<file path="config.mk">
export PLATFORM = sky130hd
export DESIGN_NAME = fp_div_arbiter
export DESIGN_NICKNAME = d
export VERILOG_FILES = /design/src/rtl/fp_div_pkg.sv /design/src/rtl/fp_div_arbiter_rr_pick.sv /design/src/rtl/fp_div_arbiter.sv
export SDC_FILE = /design/constraint.sdc
export NUM_CORES = 1
export LEC_CHECK = 0
export ABC_CLOCK_PERIOD_IN_PS = 5050
export CORE_AREA = 3 3 164 166
export DETAILED_ROUTE_END_ITERATION = 8
export DIE_AREA = 0 0 167 169
export GPL_TIMING_DRIVEN = 0
export PLACE_DENSITY = 0.74
export SETUP_SLACK_MARGIN = 0.1
export SYNTH_ARGS = -nofsm -noshare
export SYNTH_HDL_FRONTEND = slang
export SYNTH_SLANG_ARGS = --single-unit
</file>
<file path="constraint.sdc">
create_clock -name clk -period 5.05 [get_ports clk]
set_input_delay 0.7575 -clock clk [delete_from_list [all_inputs] [get_ports clk]]
set_output_delay 0.7575 -clock clk [all_outputs]
set_load 0.03 [all_outputs]
</file>
<file path="src/rtl/fp_div_pkg.sv">
// ---------------------------------------------------------------------------
// fp_div_pkg : shared types and constants for the FP32 divider arbiter
// Rev 1.0
// ---------------------------------------------------------------------------
`default_nettype none

package fp_div_pkg;

  localparam int FP32_W = 32;

  localparam logic [FP32_W-1:0] FP32_QNAN = 32'h7FC0_0000;
  localparam logic [FP32_W-1:0] FP32_PINF = 32'h7F80_0000;
  localparam logic [FP32_W-1:0] FP32_ZERO = 32'h0000_0000;

  typedef enum logic [2:0] {
    ST_IDLE   = 3'd0,
    ST_SEND_A = 3'd1,
    ST_SEND_B = 3'd2,
    ST_WAIT_Z = 3'd3,
    ST_RESP   = 3'd4
  } arb_state_t;

  function automatic int idx_width(input int n);
    return (n > 1) ? $clog2(n) : 1;
  endfunction

endpackage

`default_nettype wire

</file>
<file path="src/rtl/fp_div_arbiter_rr_pick.sv">
// ---------------------------------------------------------------------------
// rr_pick : combinational round-robin picker, first set bit at/after ptr
// Rev 1.0
// ---------------------------------------------------------------------------
`default_nettype none

module rr_pick
  import fp_div_pkg::*;
#(
  parameter int N     = 4,
  parameter int IDX_W = idx_width(N)
) (
  input  logic [N-1:0]     req,
  input  logic [IDX_W-1:0] ptr,
  output logic [N-1:0]     grant,
  output logic [IDX_W-1:0] idx,
  output logic             any
);

  logic [IDX_W:0] pos;

  always_comb begin
    grant = '0;
    idx   = '0;
    any   = 1'b0;
    pos   = '0;
    for (int off = 0; off < N; off++) begin
      // ptr < N and off < N, so a single subtraction wraps the sum
      pos = {1'b0, ptr} + (IDX_W+1)'(off);
      if (pos >= (IDX_W+1)'(N)) begin
        pos = pos - (IDX_W+1)'(N);
      end
      if (!any && req[pos[IDX_W-1:0]]) begin
        any                     = 1'b1;
        idx                     = pos[IDX_W-1:0];
        grant[pos[IDX_W-1:0]]   = 1'b1;
      end
    end
  end

endmodule

`default_nettype wire

</file>
<file path="src/rtl/fp_div_arbiter.sv">
// ---------------------------------------------------------------------------
// fp_div_arbiter : round-robin sharing of one FP32 divider among requesters
// Rev 1.0
// ---------------------------------------------------------------------------
`default_nettype none

module fp_div_arbiter
  import fp_div_pkg::*;
#(
  parameter int NUM_REQ = 4,
  parameter int CYC_W   = 16
) (
  input  logic                        clk,
  input  logic                        rst_n,
  input  logic [NUM_REQ-1:0]          req_valid,
  input  logic [FP32_W*NUM_REQ-1:0]   req_a,
  input  logic [FP32_W*NUM_REQ-1:0]   req_b,
  output logic [NUM_REQ-1:0]          req_ready,
  output logic [NUM_REQ-1:0]          rsp_valid,
  input  logic [NUM_REQ-1:0]          rsp_ready,
  output logic [FP32_W-1:0]           rsp_z,
  output logic [CYC_W-1:0]            rsp_cycles,
  output logic                        div_rst,
  output logic [FP32_W-1:0]           div_input_a,
  output logic [FP32_W-1:0]           div_input_b,
  output logic                        div_input_a_stb,
  output logic                        div_input_b_stb,
  input  logic                        div_input_a_ack,
  input  logic                        div_input_b_ack,
  input  logic [FP32_W-1:0]           div_output_z,
  input  logic                        div_output_z_stb,
  output logic                        div_output_z_ack
);

  localparam int IDX_W = idx_width(NUM_REQ);

  arb_state_t         state_q, state_d;
  logic [IDX_W-1:0]   rr_ptr_q, rr_ptr_d;
  logic [IDX_W-1:0]   owner_q, owner_d;
  logic [FP32_W-1:0]  op_a_q, op_a_d;
  logic [FP32_W-1:0]  op_b_q, op_b_d;
  logic [FP32_W-1:0]  rsp_z_q, rsp_z_d;
  logic [CYC_W-1:0]   cyc_q, cyc_d, cyc_inc;
  logic [NUM_REQ-1:0] req_ready_q, req_ready_d;
  logic [NUM_REQ-1:0] rsp_valid_q, rsp_valid_d;
  logic               a_stb_q, a_stb_d;
  logic               b_stb_q, b_stb_d;
  logic               z_ack_q, z_ack_d;

  logic [NUM_REQ-1:0] pick_grant;
  logic [IDX_W-1:0]   pick_idx;
  logic               pick_any;

  rr_pick #(
    .N     (NUM_REQ),
    .IDX_W (IDX_W)
  ) u_rr_pick (
    .req   (req_valid),
    .ptr   (rr_ptr_q),
    .grant (pick_grant),
    .idx   (pick_idx),
    .any   (pick_any)
  );

  assign cyc_inc = (cyc_q == {CYC_W{1'b1}}) ? cyc_q : cyc_q + 1'b1;

  always_comb begin
    state_d     = state_q;
    rr_ptr_d    = rr_ptr_q;
    owner_d     = owner_q;
    op_a_d      = op_a_q;
    op_b_d      = op_b_q;
    rsp_z_d     = rsp_z_q;
    cyc_d       = cyc_q;
    req_ready_d = '0;
    case (state_q)
      ST_IDLE: begin
        if (pick_any) begin
          req_ready_d = pick_grant;
          op_a_d      = req_a[int'(pick_idx)*FP32_W +: FP32_W];
          op_b_d      = req_b[int'(pick_idx)*FP32_W +: FP32_W];
          owner_d     = pick_idx;
          rr_ptr_d    = (pick_idx == IDX_W'(NUM_REQ-1)) ? '0 : pick_idx + 1'b1;
          cyc_d       = '0;
          state_d     = ST_SEND_A;
        end
      end
      ST_SEND_A: begin
        cyc_d = cyc_inc;
        if (a_stb_q && div_input_a_ack) state_d = ST_SEND_B;
      end
      ST_SEND_B: begin
        cyc_d = cyc_inc;
        if (b_stb_q && div_input_b_ack) state_d = ST_WAIT_Z;
      end
      ST_WAIT_Z: begin
        cyc_d = cyc_inc;
        if (z_ack_q && div_output_z_stb) begin
          rsp_z_d = div_output_z;
          state_d = ST_RESP;
        end
      end
      ST_RESP: begin
        if (rsp_ready[owner_q]) state_d = ST_IDLE;
      end
      default: state_d = ST_IDLE;
    endcase

    // Handshake outputs are registered copies of the state being entered
    a_stb_d     = (state_d == ST_SEND_A);
    b_stb_d     = (state_d == ST_SEND_B);
    z_ack_d     = (state_d == ST_WAIT_Z);
    rsp_valid_d = (state_d == ST_RESP) ? (NUM_REQ'(1) << owner_d) : '0;
  end

  always_ff @(posedge clk) begin
    if (!rst_n) begin
      state_q     <= ST_IDLE;
      rr_ptr_q    <= '0;
      owner_q     <= '0;
      op_a_q      <= '0;
      op_b_q      <= '0;
      rsp_z_q     <= '0;
      cyc_q       <= '0;
      req_ready_q <= '0;
      rsp_valid_q <= '0;
      a_stb_q     <= 1'b0;
      b_stb_q     <= 1'b0;
      z_ack_q     <= 1'b0;
    end else begin
      state_q     <= state_d;
      rr_ptr_q    <= rr_ptr_d;
      owner_q     <= owner_d;
      op_a_q      <= op_a_d;
      op_b_q      <= op_b_d;
      rsp_z_q     <= rsp_z_d;
      cyc_q       <= cyc_d;
      req_ready_q <= req_ready_d;
      rsp_valid_q <= rsp_valid_d;
      a_stb_q     <= a_stb_d;
      b_stb_q     <= b_stb_d;
      z_ack_q     <= z_ack_d;
    end
  end

  assign div_rst          = !rst_n;
  assign req_ready        = req_ready_q;
  assign rsp_valid        = rsp_valid_q;
  assign rsp_z            = rsp_z_q;
  assign rsp_cycles       = cyc_q;
  assign div_input_a      = op_a_q;
  assign div_input_b      = op_b_q;
  assign div_input_a_stb  = a_stb_q;
  assign div_input_b_stb  = b_stb_q;
  assign div_output_z_ack = z_ack_q;

endmodule

`default_nettype wire

</file>
# ---- Word level (Yosys, flattened, before mapping)
# Cells that the tools add are included.
dict set report word_totals {
  reg_bits 130
  in_bits 301
  output_inout_bits 124
  elab_cells 120
}
dict set report op_classes {
  n_addsub 9
  magnitude_cmp 13
  n_eq_ne 12
  shifts 3
  n_mux 46
  bitwise 3
  n_reduce_logical 22
}
# cell n
set ops {}
lappend ops {{$shiftx A128 B8 Y32} 2}
lappend ops {{$mux W16} 2}
lappend ops {{$pmux W16 S2} 1}
lappend ops {{$mux W2} 11}
lappend ops {{$add A16 B1 Y16 const B} 1}
lappend ops {{$eq A16 B16 Y1 const B} 1}
lappend ops {{$mux W4} 4}
lappend ops {{$lt A2 B3 Y1 const B} 5}
lappend ops {{$mux W3} 5}
lappend ops {{$pmux W3 S5} 1}
lappend ops {{$mux W1} 13}
lappend ops {{$eq A3 B2 Y1 const B} 4}
lappend ops {{$or A4 B4 Y4} 3}
lappend ops {{$bmux W1 S2} 5}
lappend ops {{$logic_and A1 B1 Y1} 10}
lappend ops {{$ge A3 B3 Y1 const B} 3}
lappend ops {{$demux W1 S2} 4}
lappend ops {{$ge A2 B1 Y1 const B} 4}
lappend ops {{$sub A2 B1 Y2 const B} 4}
lappend ops {{$add A2 B2 Y3 const B} 2}
lappend ops {{$eq A3 B1 Y1 const B} 2}
lappend ops {{$eq A3 B3 Y1 const B} 2}
lappend ops {{$reduce_and A2 Y1} 3}
lappend ops {{$reduce_and A3 Y1} 2}
lappend ops {{10 further kinds} 14}

# ---- Logic depth before layout (Yosys ltp)
# Gate-level depths: netlist (run 1).
dict set report depth {
  word_depth 18
  mapped_depth 15
  mapped_depth_nobuf 7
}

# ---- By module
# Synthesis (run 1) repeated with hierarchy kept, for this count alone.
dict set report hier_totals {
  hier_cells 750
  hier_area_um2 6860.3
}
# module n_inst cells_each area_per_inst_um2 seq_area_each_um2
set by_module_without_submodules {}
lappend by_module_without_submodules {fp_div_arbiter 1 705 6438.7 2602.5}
lappend by_module_without_submodules {rr_pick 1 45 421.7 0.0}

# ---- Worst setup path before layout (run 1)
# No wires, ideal clock.
dict set report synth_path {
  kind {register to register}
  startpoint {register (tool-made name)}
  endpoint {register op_a_q[28], in the netlist div_input_a[28]}
  setup_time_ns 0.127
  t_arrival_ns 3.504
  required_ns 4.923
  path_slack_ns 1.419
  stages_incl_launch_ff 15
  path_buffers 7
  period_less_slack_ns 3.631
  path_cell_list {dfxtp_1 > buf_6 > clkinv_1 > clkbuf_1 > clkbuf_1 > clkbuf_1 > ha_1 > buf_2 > mux4_2 > or2_4 > nor4_4 > or3_1 > buf_4 > buf_6 > o221ai_2}
}
# item line
set synth_rtl {}
lappend synth_rtl {{end signal, assigned} fp_div_arbiter.sv:134} ;# op_a_q <= op_a_d;
lappend synth_rtl {{end, declared} fp_div_arbiter.sv:40} ;# logic [FP32_W-1:0] op_a_q, op_a_d;

==> flow_summary_export.csv, run 1 <==
group,metric,value,unit
synthesis,synth_top_cell_area_share,26.17,%
route,via_per_inst,6.168,
clocking,root_buffer,"clkbuf_16",
synthesis,yosys-top-cells-area,"dfxtp_1 26%, mux2i_1 9.1%, o221ai_2 6.0%",
clocking,cts_tree,"yes",
synthesis,synthFlopType,"dfxtp_1",
hold_path,worst_hold_path_type,"flop to flop",
synthesis,yosysSeqAreaShare,26.17,%
synthesis,syn_avg_cell_area,8.240,µm²
placed_design,routabilityCongestion,0.8903,
die,core_area,25760,µm²
route,first_pass_iters,6,
synthesis,synth_area,9946,µm²
finish,final_common_cell,"clkdlybuf4s50_1",
clocking,max-clock-path-buffers,2,
timing,max_slew_margin,41.07,%
synthesis,yosys.area.top_type,"dfxtp_1",
finish,syn_to_final_growth,52.72,%
synthesis,synth-compound-area-share,36.29,%
finish,drive_gt1_share,8.434,%
global_route,grtUsageTotal,28.88,%
worst_setup_path,cp.arrival,4.88,ns
pwr,ir_drop,0.0002727,V
timing,whs,0.4542,ns
die,io_pins,425,
timing,fin_skew,0.01529,ns
synthesis,synth-seq-cells,130,
route,vias,12340,
timing,max_freq,217.9,MHz
worst_setup_path,worstSetupStartpointType,"flop",
run,drv_cap,0,
die,dieWidth,167,µm
global_route,antenna_found_initial,5,
status,status,"finished clean",
timing,rsz0062_at_grt,"no",
synthesis,synthXorXnorAreaFrac,0.08806,%
worst_setup_path,reg2reg_depth,15,
finish,nets,1953,
route,routedWlPerCell,21.56,µm
global_route,grt_max_degree,17,
clocking,holdBufCountCts,0,
timing,finalCritPeriodShare,90.86,%
synthesis,synth_top_family_by_area,"compound AO/OA/AOI/OAI gates",
die,num_rows,59,
clocking,clkTransAtPathRegs,0.07,ns
synthesis,async_flop_share,0,%
clocking,clock_sinks,130,
worst_setup_path,path_max_fanout,11,
synthesis,yosysUniqueCellTypes,66,
finish,finish.instance_area,15190,µm²
clocking,clk_latency,0.43,ns
synthesis,yosys.area_share.simple,17.37,%
synthesis,synthAdderAreaFrac,0.6290,%
finish,fill_cells,2335,
pwr,power.density,485.6,nW/µm²
die,dieArea,28220,µm²
timing,setup-violations-final,0,
timing,tightest_slew,0.8772,ns
clocking,h-tree-depth,4,
timing,drv_slew,0,
global_route,grt-ovfl-total,0,
synthesis,syn_inst,1207,
route,drtIter0Drc,1309,
worst_setup_path,cp-end-kind,"flop",
worst_setup_path,critPathKind,"flop to flop",
synthesis,yosys_warnings,0,
pwr,p_leak,5.191,nW
hold_path,hold-path-cell-count,2,
die,start_util,38.60,%
worst_setup_path,cp.required,5.35,ns
clocking,cts_buffers,17,
route,postRouteAntennaNets,0,
timing,hold_viol,0,
synthesis,synth_fp_nets,1513,
finish,register_area,2603,µm²
finish,multi_input_area,6441,µm²
placed_design,dp_hpwl,33.09,mm
finish,final_cell_mix,"421 x clkdlybuf4s50_1, 136 x nand2_1, 130 x dfxtp_1",
die,die_height,169,µm
timing,fin_crit,4.588,ns
global_route,grt_pass1_vias,11710,
placed_design,dpl-instance-area,14580,µm²
route,drc,0,
synthesis,muxShareOfSynthArea,10.30,%
route,routed_wl,43.12,mm
synthesis,synth-edff-count,0,
global_route,grt_pass1_wl,65.72,mm
placed_design,port_buffers,421,
report_power, final:
| group | internal (mW) | switching, mW |
|---|---|---|
| Clock | 0.662 | 0.602 |
| Combinational | 1.87 | 2.87 |
| Sequential | 1.24 | 0.132 |
| Total | 3.77 | 3.61 |
flip-flops by register name (all words and copies together) (netlist names), 2 cells and up, named ones only:
register,count
div_input_a,32
div_input_b,32
owner_q,2
req_ready,4
rsp_cycles,16
rsp_valid,4
rsp_z,32
state_q,3
repair_timing:
item                                    CTS  global route
endpoints found under the hold margin     0             0
endpoints found under the setup margin   20            39
pin swaps                                 0             1
setup buffers                             0             0
gates resized for setup                   3             7
final timing paths:
kind | slack, ns | start | endpoint
max reg2reg | 0.46 | flop | div_input_a[24]
min reg2reg | 0.45 | rsp_z[28] | rsp_z[28]
max | 0.46 | flop | div_input_a[24]
min | 0.45 | rsp_z[28] | rsp_z[28]
cell type report:
type	instances	share of cell area, %
Tap cell	335	2.759
Inverter	48	1.211
Clock inverter	15	1.030
Antenna cell	5	0.08237
Multi-Input combinational cell	879	42.41
Clock buffer	17	2.801
Timing Repair Buffer	421	27.74
Buffer	150	4.835
Sequential cell	130	17.13
per-layer routing:
layer / share of wire (%) / global-route usage (%) / up-vias
met3: 9.7 / 7.683 / 89
met4: 3.2 / 9.218 / 2
met2: 49 / 50.29 / 714
li1: - / - / 5661
met5: 0.030 / 0 / -
met1: 38 / 34.77 / 5869
logic make-up after synthesis:
kind of cell | count (synthesis)
buffers and inverters | 198
adders and majority gates | 5
xor gates and xnor gates | 1
AOI/OAI and AO/OA | 455
and+or+nand+nor | 322
DFF | 130
muxes | 96
critical path, cell delays in order, from the launching register on:
cell and delay [ns]:
dfxtp_1 0.47, buf_6 0.20, clkinvlp_4 0.24, clkbuf_1 0.33, clkbuf_2 0.30, clkbuf_2 0.29, ha_1 0.34, buf_2 0.23
mux4_2 0.48, nor2b_1 0.14, buf_2 0.23, buf_6 0.20, buf_2 0.27, o21ai_0 0.13, a222oi_1 0.45, a211oi_1 0.15
stage by stage:
stage / std cells / setup WS, ns / power, mW / util (%) / setup TNS, ns
after floorplan: 1207 / 1.419 / 4.481 / - / 0
after global placement: 1963 / -0.04920 / 5.993 / 56.59 / -0.07669
after detailed placement: 1963 / -0.06753 / 6.059 / 56.59 / -0.1967
after CTS: 1995 / 0.2417 / 7.346 / 58.88 / 0
after global routing: 1999 / 0.1881 / 7.772 / 58.95 / 0
final: 2000 / 0.4617 / 7.377 / 58.96 / 0
synth_stat cells (3+ instances only):
cell type,instances
a221oi_1,40
o21ai_1,5
nor4_1,26
nand3_1,52
o21ai_0,117
nand2_1,136
a22oi_1,5
mux2i_1,90
clkbuf_1,107
or3_1,5
nor2_1,14
buf_6,17
nor2b_1,3
a21oi_1,54
buf_1,5
and4_1,28
a222oi_1,24
a2111o_1,10
a22o_1,4
nand3b_1,28
ha_1,5
mux4_2,5
inv_1,46
a211oi_1,25
nor3_1,4
and2_1,4
o221ai_2,40
buf_4,5
dfxtp_1,130
nand4_1,4
o311ai_0,40
o2111ai_1,45
o31a_1,25
buf_2,16
Note: power is estimated with default switching activity, not from simulation.
==> run 2, diff against run 1 <==
- CELL_PAD_IN_SITES_DETAIL_PLACEMENT: default -> 2
- CELL_PAD_IN_SITES_GLOBAL_PLACEMENT: default -> 2
- CORE_AREA: 3 3 164 166 -> default
- CORE_MARGIN: default -> 3
- CORE_UTILIZATION: default -> 24
- DIE_AREA: 0 0 167 169 -> default
- PLACE_DENSITY: 0.74 -> default
- PLACE_DENSITY_LB_ADDON: default -> 0.08
==> flow_summary_export.csv, run 2 (synthesis results as in run 1) <==
group,metric,value,unit
status,status,"finished clean",
worst_setup_path,worstSetupStartpointType,"flop",
hold_path,worst_hold_path_type,"flop to flop",
timing,hold_viol,0,
worst_setup_path,critPathKind,"flop to flop",
route,vias,12100,
finish,finish.instance_area,15450,µm²
global_route,grt_max_degree,17,
placed_design,dp_hpwl,40.93,mm
die,dieWidth,209.6,µm
worst_setup_path,max_stage_delay,0.66,ns
timing,max_slew_margin,44.15,%
global_route,grt-ovfl-total,0,
clocking,clock_sinks,130,
clocking,postCtsSetupBuffers,0,
worst_setup_path,path_max_fanout,20,
worst_setup_path,reg2reg_depth,12,
route,drtIter0Drc,682,
pwr,p_leak,5.205,nW
finish,syn_to_final_growth,55.38,%
global_route,grt_pass1_wl,80.75,mm
worst_setup_path,path_depth,12,
worst_setup_path,crit_family,"buffers and inverters",
timing,fin_ws,0.4967,ns
die,die_height,209.6,µm
timing,drv_slew,0,
route,postRouteAntennaNets,0,
die,start_util,24.64,%
finish,fill_cells,4583,
route,via_per_inst,5.526,
worst_setup_path,path_cells,"buf_6 > clkinv_2 > clkbuf_2 > clkbuf_2 > ha_1 > buf_2 > mux4_2 > nor2b_1 > o31a_1 > clkbuf_1 > a222oi_1 > a211oi_1",
timing,setup-violations-final,0,
worst_setup_path,cp.arrival,4.86,ns
finish,drive_gt1_share,8.499,%
pwr,ir_drop,0.0002275,V
placed_design,preCtsSetupSlack,-0.3766,ns
clocking,max-clock-path-buffers,2,
worst_setup_path,cp.required,5.36,ns
clocking,cts_buffers,17,
global_route,grtUsageTotal,23.39,%
placed_design,routabilityCongestion,0.7799,
route,drc,0,
die,num_rows,73,
timing,setup_tns,0,ns
finish,final_common_cell,"clkdlybuf4s50_1",
timing,fin_crit,4.553,ns
placed_design,dpl-instance-area,14820,µm²
die,dieArea,43920,µm²
finish,nets,1952,
finish,final_cell_mix,"421 x clkdlybuf4s50_1, 136 x nand2_1, 130 x dfxtp_1",
clocking,clkTransAtPathRegs,0.07,ns
pwr,fin_total_pwr,7.611,mW
finish,final_util,38.28,%
timing,rsz0062_at_grt,"no",
hold_path,hold-path-cell-count,2,
run,drv_cap,0,
route,first_pass_iters,6,
die,io_pins,425,
route,routedWlPerCell,24.22,µm
clocking,holdBufCountCts,0,
worst_setup_path,cp_common_cell,"clkbuf_2",
die,core_area,40370,µm²
worst_setup_path,cp_num_buf_inv,6,
worst_setup_path,slowest_stage,"a222oi_1",
global_route,antenna_found_initial,13,
pwr,power.density,492.5,nW/µm²
timing,tightest_slew,0.8314,ns
timing,max_freq,219.6,MHz
placed_design,port_buffers,421,
timing,fin_skew,0.01798,ns
route,routed_wl,53.04,mm
worst_setup_path,cp-end-kind,"flop",
global_route,grt_pass1_vias,13190,
clocking,cts_tree,"yes",
timing,finalCritPeriodShare,90.16,%
clocking,h-tree-depth,4,
clocking,clk_latency,0.46,ns
clocking,root_buffer,"clkbuf_16",
-- run 2: final timing paths --
check | start | end | slack [ns]
worst max-delay path | flop | div_input_a[29] | 0.50
worst min-delay path | rsp_z[21] | rsp_z[21] | 0.46
worst max register to register | flop | div_input_a[29] | 0.50
worst min register to register | rsp_z[21] | rsp_z[21] | 0.46
-- run 2: metal layers --
metal / vias to the layer above / track usage (%) / wire, µm
li1: 5655 / - / -
met1: 6070 / 29.07 / 22770
met2: 300 / 40.78 / 26390
met3: 63 / 5.037 / 2613
met4: 14 / 6.513 / 1166
met5: - / 0 / 96
-- run 2: per-stage QoR --
step	hold slack, ns	instances
floorplan	0.4858	1207
global placement	0.4424	2153
detailed placement	0.4506	2153
CTS	0.4636	2185
global route	0.4825	2190
finish	0.4568	2190
-- run 2: layout make-up --
class / count / area [µm²] / area share, %
antenna: 6 / 15.01 / 0.09716
clock buffer: 17 / 425.4 / 2.753
buffer: 149 / 732.0 / 4.736
multi-input combinational: 879 / 6459 / 41.79
clock inverter: 15 / 167.7 / 1.085
tap: 525 / 656.9 / 4.251
timing repair buffer: 421 / 4214 / 27.27
sequential: 130 / 2603 / 16.84
inverter: 48 / 181.4 / 1.174
-- run 2: power by group --
group | internal (mW) | switching (mW) | total [mW]
clock | 0.702 | 0.608 | 1.31
sequential | 1.24 | 0.143 | 1.38
combinational | 1.87 | 3.04 | 4.92
total | 3.82 | 3.80 | 7.61
-- run 2: timing repair --
action                                  in CTS  in global routing
pin swaps                                    0                  0
endpoints found under the setup margin      70                 49
resized for setup                            8                  4
endpoints found under the hold margin        0                  0
-- run 2: worst register-to-register path, cell delays in order (launching register included) --
cell	delay [ns]
dfxtp_1	0.49
buf_6	0.21
clkinv_2	0.21
clkbuf_2	0.30
clkbuf_2	0.41
ha_1	0.42
buf_2	0.26
mux4_2	0.45
nor2b_1	0.20
o31a_1	0.35
clkbuf_1	0.30
a222oi_1	0.66
a211oi_1	0.16
